**src/rtl/anemometer_pkg.sv**
```systemverilog
// anemometer_pkg: shared FSM state type and elaboration-time sizing helpers.
package anemometer_pkg;

  typedef enum logic [1:0] {
    IDLE    = 2'd0,
    MEASURE = 2'd1,
    DONE    = 2'd2
  } state_t;

  function automatic int clog2(input int v);
    int r;
    int x;
    r = 0;
    x = 1;
    while (x < v) begin
      x = x << 1;
      r++;
    end
    return (r < 1) ? 1 : r;
  endfunction

  function automatic int gate_cyc(input int clk_hz, input int gate_ms);
    return clk_hz / 1000 * gate_ms;
  endfunction

endpackage

```
**src/rtl/anemometer_chan.sv**
```systemverilog
// anemometer_chan: synchroniser, optional glitch filter (ANEMO_GLITCH_FILTER_EN), edge detector, saturating counter.
module anemometer_chan
  import anemometer_pkg::*;
#(
  parameter int SYNC_STAGES = 2,
  parameter int DATA_W      = 8
`ifdef ANEMO_GLITCH_FILTER_EN
  , parameter int FILT_CYC  = 16
`endif
) (
  input  logic              clk,
  input  logic              rst_n,
  input  logic              in_freq,
  input  logic              en,
  input  logic              clr,
  output logic [DATA_W-1:0] cnt_nx
);

  logic [SYNC_STAGES-1:0] sr, fill;
  logic                   s, s_vld, q, q_vld, prev, armed, pulse;
  logic [DATA_W-1:0]      cnt;

  assign s     = sr[SYNC_STAGES-1];
  assign s_vld = fill[SYNC_STAGES-1];

  // fill tracks when the chain holds real samples rather than reset zeros
  always_ff @(posedge clk or negedge rst_n) begin
    if (!rst_n) begin
      sr   <= '0;
      fill <= '0;
    end else begin
      sr   <= {sr[SYNC_STAGES-2:0], in_freq};
      fill <= {fill[SYNC_STAGES-2:0], 1'b1};
    end
  end

`ifdef ANEMO_GLITCH_FILTER_EN
  localparam int FW = clog2(FILT_CYC + 1);
  logic [FW-1:0] fcnt;
  logic          f, f_vld;

  always_ff @(posedge clk or negedge rst_n) begin
    if (!rst_n) begin
      fcnt  <= '0;
      f     <= 1'b0;
      f_vld <= 1'b0;
    end else if (s_vld) begin
      f_vld <= f_vld | (s == f);
      if (s == f)
        fcnt <= '0;
      else if (fcnt == FW'(FILT_CYC - 1)) begin
        f    <= s;
        fcnt <= '0;
      end else
        fcnt <= fcnt + 1'b1;
    end
  end

  assign q     = f;
  assign q_vld = f_vld;
`else
  assign q     = s;
  assign q_vld = s_vld;
`endif

  // an input already high out of reset must go low once before it can count
  assign pulse  = q & ~prev & armed;
  assign cnt_nx = (en && pulse && cnt != '1) ? cnt + 1'b1 : cnt;

  always_ff @(posedge clk or negedge rst_n) begin
    if (!rst_n) begin
      prev  <= 1'b0;
      armed <= 1'b0;
      cnt   <= '0;
    end else begin
      prev  <= q;
      armed <= armed | (q_vld & ~q);
      cnt   <= clr ? '0 : cnt_nx;
    end
  end

endmodule

```
**src/rtl/anemometer_multi.sv**
```systemverilog
// anemometer_multi: N_CH gated pulse counters sharing one measurement window FSM.
// ANEMO_GLITCH_FILTER_EN adds a FILT_CYC-cycle stability filter per channel.
module anemometer_multi
  import anemometer_pkg::*;
#(
  parameter int N_CH        = 2,
  parameter int DATA_W      = 8,
  parameter int CLK_HZ      = 50000000,
  parameter int GATE_MS     = 1000,
  parameter int SYNC_STAGES = 2,
  parameter int FILT_CYC    = 16
) (
  input  logic                     clk_clk,
  input  logic                     reset_reset_n,
  input  logic [N_CH-1:0]          in_freq,
  input  logic                     continu,
  input  logic                     start_stop,
  output logic [N_CH*DATA_W-1:0]   data,
  output logic                     data_valid,
  output logic                     busy
);

  localparam int            GATE_CYC  = gate_cyc(CLK_HZ, GATE_MS);
  localparam int            GW        = clog2(GATE_CYC);
  localparam logic [GW-1:0] GATE_LAST = GW'(GATE_CYC - 1);

  if (N_CH < 1 || N_CH > 8 || DATA_W < 4 || DATA_W > 16 || SYNC_STAGES < 2 ||
      FILT_CYC < 1 || GATE_CYC < 1) begin : g_bad_param
    $error("anemometer_multi: parameter out of range");
  end

  state_t                 state, state_nx;
  logic [GW-1:0]          gate;
  logic                   ss_q, go, en, clr, latch, win_end, dv;
  logic [N_CH*DATA_W-1:0] cnt_nx, data_q;

  assign go      = continu ? start_stop : (start_stop & ~ss_q);
  assign en      = state == MEASURE;
  assign win_end = en && gate == GATE_LAST;

  // clr marks every window start: counters and gate clear on the entry edge
  always_comb begin
    state_nx = state;
    clr      = 1'b0;
    latch    = 1'b0;
    case (state)
      IDLE, DONE: begin
        state_nx = go ? MEASURE : state;
        clr      = go;
      end
      MEASURE: begin
        latch    = win_end;
        clr      = win_end & continu & start_stop;
        state_nx = !win_end ? MEASURE : !continu ? DONE : start_stop ? MEASURE : IDLE;
      end
      default: state_nx = IDLE;
    endcase
  end

  always_ff @(posedge clk_clk or negedge reset_reset_n) begin
    if (!reset_reset_n) begin
      state  <= IDLE;
      gate   <= '0;
      ss_q   <= 1'b0;
      dv     <= 1'b0;
      data_q <= '0;
    end else begin
      state  <= state_nx;
      ss_q   <= start_stop;
      gate   <= clr ? '0 : en ? gate + 1'b1 : gate;
      dv     <= latch | (dv & ~(clr & ~continu));
      if (latch) data_q <= cnt_nx;
    end
  end

  for (genvar i = 0; i < N_CH; i++) begin : g_ch
    anemometer_chan #(
      .SYNC_STAGES(SYNC_STAGES),
      .DATA_W     (DATA_W)
`ifdef ANEMO_GLITCH_FILTER_EN
      , .FILT_CYC (FILT_CYC)
`endif
    ) u_chan (
      .clk    (clk_clk),
      .rst_n  (reset_reset_n),
      .in_freq(in_freq[i]),
      .en     (en),
      .clr    (clr),
      .cnt_nx (cnt_nx[i*DATA_W +: DATA_W])
    );
  end

  assign data       = data_q;
  assign data_valid = dv;
  assign busy       = en;

endmodule

```
**config.mk**
```make
export PLATFORM = sky130hd
export DESIGN_NAME = anemometer_multi
export DESIGN_NICKNAME = d
export VERILOG_FILES = /design/src/rtl/anemometer_pkg.sv /design/src/rtl/anemometer_chan.sv /design/src/rtl/anemometer_multi.sv
export SDC_FILE = /design/constraint.sdc
export NUM_CORES = 1
export LEC_CHECK = 0
export CAP_MARGIN = 5
export CORE_ASPECT_RATIO = 0.8
export CORE_MARGIN = 5
export CORE_UTILIZATION = 52
export DETAILED_ROUTE_END_ITERATION = 7
export GPL_TIMING_DRIVEN = 1
export PLACE_DENSITY = 0.75
export SLEW_MARGIN = 20
export SYNTH_ARGS = -nofsm -noshare
export SYNTH_HDL_FRONTEND = slang
export SYNTH_SLANG_ARGS = --single-unit
```
**constraint.sdc**
```tcl
create_clock -name clk_clk -period 1.9 [get_ports clk_clk]
set_input_delay 0.38 -clock clk_clk [delete_from_list [all_inputs] [get_ports clk_clk]]
set_output_delay 0.38 -clock clk_clk [all_outputs]
set_load 0.005 [all_outputs]
```
==> impl_metrics.prom <==
# TYPE chip_impl_metric gauge
chip_impl_metric{name="drt_pass_1_iters",unit=""} 5
chip_impl_metric{name="tritoncts_num_sinks",unit=""} 72
chip_impl_metric{name="hold_viol",unit=""} 0
chip_impl_metric{name="cts.hold.buffers_added",unit=""} 0
chip_impl_metric{name="synth_simple_gate_area_share",unit="%"} 23.9
chip_impl_metric{name="design_power_total",unit="mW"} 4.09
chip_impl_metric{name="postRouteWirelength",unit="um"} 6520
chip_impl_info{name="synth_largest_area_cell",value="dfrtp_1"} 1
chip_impl_metric{name="timing.final.setup_violations",unit=""} 40
chip_impl_metric{name="timing.max_cap.violations",unit=""} 0
chip_impl_metric{name="drt-vias-per-instance",unit=""} 5.38
chip_impl_metric{name="drt_iter0_markers",unit=""} 134
chip_impl_metric{name="syn2layout_area_growth",unit="%"} 25.7
chip_impl_metric{name="worst_hold_slack",unit="ns"} 0.0353
chip_impl_metric{name="final_core_util",unit="%"} 67.5
chip_impl_metric{name="fin_cells",unit=""} 454
chip_impl_metric{name="setup_slack",unit="ns"} -0.0767
chip_impl_info{name="synth_top_family_by_area",value="simple AND/OR/NAND/NOR gates"} 1
chip_impl_metric{name="groute.usage.overall",unit="%"} 18.7
chip_impl_metric{name="buffer_and_inverter_count_on_the_worst_path",unit=""} 1
chip_impl_metric{name="power_density_relative_to_cell_area",unit="mW/mm^2"} 1020
chip_impl_metric{name="grt_antenna_before_repair",unit=""} 0
chip_impl_info{name="violations_in_the_final_reports",value="negative setup slack"} 1
chip_impl_metric{name="dp_slack",unit="ns"} -0.0802
chip_impl_metric{name="synthesis.yosys.warnings",unit=""} 0
chip_impl_metric{name="yosys-mux-area-fraction",unit="%"} 2.23
chip_impl_metric{name="global_route_wire_length_before_repair",unit="um"} 11500
chip_impl_metric{name="die_y",unit="um"} 80.1
chip_impl_metric{name="critPathMaxFanout",unit=""} 25
chip_impl_metric{name="htree_levels",unit=""} 3
chip_impl_metric{name="post_cts.repair.setup_buffers",unit=""} 0
chip_impl_metric{name="syn_avg_cell_area",unit="sq um"} 10.3
chip_impl_metric{name="synth_sequential_area_ratio",unit="%"} 56.4
chip_impl_metric{name="syn-num-nets",unit=""} 320
chip_impl_metric{name="yosysTopAreaCellShare",unit="%"} 56.4
chip_impl_metric{name="placedCellCount",unit=""} 439
chip_impl_metric{name="row_count",unit=""} 25
chip_impl_metric{name="antennaDiodeCount",unit=""} 0
chip_impl_metric{name="post_route_cells_drive_above_1_share",unit="%"} 15.3
chip_impl_metric{name="multi_input_area",unit="sq mm"} 0.00134
chip_impl_metric{name="maxClockFrequency",unit="MHz"} 506
chip_impl_metric{name="nNetsFinal",unit=""} 378
chip_impl_metric{name="numCtsBuffers",unit=""} 9
chip_impl_metric{name="port_buffers",unit=""} 23
chip_impl_metric{name="wl_per_cell",unit="um"} 14.4
chip_impl_metric{name="fillerInstances",unit=""} 444
chip_impl_metric{name="post_synth_xor_area_fraction",unit="%"} 7.68
chip_impl_metric{name="remaining_drc_errors",unit=""} 0
chip_impl_info{name="cp_top_family",value="simple AND/OR/NAND/NOR gates"} 1
chip_impl_info{name="rsz0062_at_grt",value="true"} 1
chip_impl_metric{name="p_leak",unit="nW"} 1.83
chip_impl_metric{name="syn-instance-count",unit=""} 311
chip_impl_metric{name="floorplan.die.width",unit="um"} 97.6
chip_impl_metric{name="vdd_ir_drop_max",unit="mV"} 0.719
chip_impl_info{name="worstPathCellList",value="nor4b_2, nand4_1, or4_4, o21ai_4, buf_12, nor2_1"} 1
chip_impl_metric{name="globalRoute.totalOverflow",unit=""} 0
chip_impl_metric{name="finalWorstPathRequiredPeriod",unit="ns"} 1.98
chip_impl_info{name="cp_slowest_cell",value="or4_4"} 1
chip_impl_info{name="synthTopCellsByArea",value="dfrtp_1, xor2_1, nor2_1, nand2_1, o21ai_0"} 1
chip_impl_info{name="cts_tree",value="built"} 1
chip_impl_metric{name="synth_fa_ha_area_share",unit="%"} 1.18
chip_impl_metric{name="floorplan.core_area",unit="sq mm"} 0.00594
chip_impl_metric{name="data_arrival_time_at_the_worst_slack_endpoint",unit="ns"} 2.20
chip_impl_metric{name="detail-route-antenna-nets",unit=""} 0
chip_impl_metric{name="clk_pin_slew_worst_paths",unit="ns"} 0.07
chip_impl_metric{name="crit_path_cell_count",unit=""} 6
chip_impl_metric{name="synth-seq-cells",unit=""} 72
chip_impl_info{name="timing_worst_setup_path_type",value="flop to flop"} 1
chip_impl_metric{name="largest_stage_delay_on_the_critical_path",unit="ns"} 0.48
chip_impl_info{name="final_cell_mix",value="dfrtp_1, nor2_1, nand2_1"} 1
chip_impl_metric{name="grt_max_degree",unit=""} 73
chip_impl_info{name="worstHoldPathType",value="primary input to asynchronous set/reset pin"} 1
chip_impl_metric{name="die-area",unit="sq mm"} 0.00782
chip_impl_metric{name="first_global_vias",unit=""} 2405
chip_impl_metric{name="synth.distinct_cells",unit=""} 37
chip_impl_metric{name="boundaryPins",unit=""} 24
chip_impl_metric{name="initial_core_util",unit="%"} 53.7
chip_impl_metric{name="min_period_over_period",unit="%"} 104
chip_impl_metric{name="regToRegSetupSlack",unit="ns"} -0.08
chip_impl_metric{name="syn-cell-area",unit="sq mm"} 0.00319
chip_impl_metric{name="cts_buffer_depth",unit=""} 2
chip_impl_info{name="critPathCaptureType",value="flop"} 1
chip_impl_metric{name="synth_compound_gate_area_share",unit="%"} 5.96
chip_impl_info{name="status",value="finished, violations left"} 1
chip_impl_metric{name="required",unit="ns"} 2.12
chip_impl_metric{name="clk-insertion-delay-late",unit="ns"} 0.34
chip_impl_info{name="layout_commonest_cell",value="dfrtp_1"} 1
chip_impl_info{name="cts.root.buffer_cell",value="clkbuf_8"} 1
chip_impl_metric{name="routed-via-count",unit=""} 2443
chip_impl_metric{name="seq_area",unit="sq mm"} 0.00180
chip_impl_metric{name="finClkSkew",unit="ns"} 0.00824
chip_impl_metric{name="final-max-slew-violation-count",unit=""} 0
chip_impl_metric{name="gp_congestion",unit=""} 0.862
chip_impl_metric{name="worst-r2r-cell-count",unit=""} 6
chip_impl_info{name="critPathLaunchType",value="flop"} 1
chip_impl_metric{name="place_hpwl",unit="um"} 4520
==> final cells by class <==
type	count	area share [%]
Timing Repair Buffer	55	12.6
Multi-Input combinational cell	223	33.4
Tap cell	81	2.53
Clock inverter	3	2.25
Sequential cell	72	44.9
Clock buffer	12	3.62
Inverter	8	0.748
==> registers in the layout (all words and copies together), names as in the netlist <==
name,count
data,16
data_valid,1
g_ch.u_chan.armed,2
g_ch.u_chan.cnt,16
g_ch.u_chan.fill,2
g_ch.u_chan.prev,2
g_ch.u_chan.sr,4
gate,26
ss_q,1
state,2
==> path summary, 6_finish.rpt <==
kind / startpoint / to
max: gate[10] / g_ch[0].u_chan.cnt[6]
min: reset_reset_n / g_ch[0].u_chan.cnt[3]
max reg2reg: gate[10] / g_ch[0].u_chan.cnt[6]
min reg2reg: g_ch[1].u_chan.fill[0] / g_ch[0].u_chan.fill[1]
max in group asynchronous: reset_reset_n / data[6]
min in group clk_clk: g_ch[1].u_chan.fill[0] / g_ch[0].u_chan.fill[1]
==> routing by layer <==
layer | track usage [%] | vias to the layer above | share of wire (%)
met5 | 0 | - | 0
met4 | 6.78 | 0 | 1.2
met3 | 6.25 | 5 | 3.8
met2 | 29.7 | 44 | 48
met1 | 24.1 | 1196 | 47
li1 | - | 1198 | -
==> cells in the mapped netlist <==
master,n
and2_1,2
a21o_1,2
xor2_1,22
nand2b_1,3
a31oi_1,2
o21ai_0,23
o21ai_2,1
or4_1,1
and4bb_2,2
a21oi_1,1
conb_1,1
and4_1,5
mux2i_1,6
dfrtp_1,72
ha_1,3
nand4b_1,1
mux2_2,1
o2bb2ai_1,1
nor2b_1,1
and3_1,9
buf_6,2
nand3b_1,2
clkbuf_1,3
buf_2,3
a21boi_0,1
a22o_1,1
nor4_1,5
xnor2_1,6
nand4_1,17
inv_1,8
nor3_1,5
and3b_1,1
nor4b_2,1
nand2_1,33
a211o_1,1
nor2_1,44
nand3_1,19
==> logic make-up (layout without fill, tap and decap cells) <==
| logic type | count (synthesis) | count (layout) |
|---|---|---|
| compound gates | 33 | 33 |
| xor+xnor | 28 | 28 |
| fa+ha+maj | 3 | 3 |
| buf+inv | 16 | 78 |
| flops | 72 | 72 |
| mux | 7 | 7 |
| other cells | 1 | 1 |
| simple gates | 151 | 151 |
==> power by group <==
group | switching (mW) | internal, mW | leakage, nW | total (mW)
clock network | 0.532 | 0.903 | 0.117 | 1.43
logic | 0.368 | 0.337 | 0.773 | 0.705
registers | 0.203 | 1.75 | 0.938 | 1.95
total | 1.10 | 2.99 | 1.83 | 4.09
==> stage by stage <==
step	instance area (sq um)	setup TNS, ns
finish	4010	-1.79
detailed placement	3770	-2.11
global route	4010	-5.10
CTS	4010	-0.838
floorplan	3220	0
global placement	3770	-0.598
==> what timing repair did <==
action                                  in CTS  in global routing
resized for setup                            3                  6
pin swaps                                    3                  0
endpoints found under the setup margin      51                 55
Power figures use the tool's default switching activity.
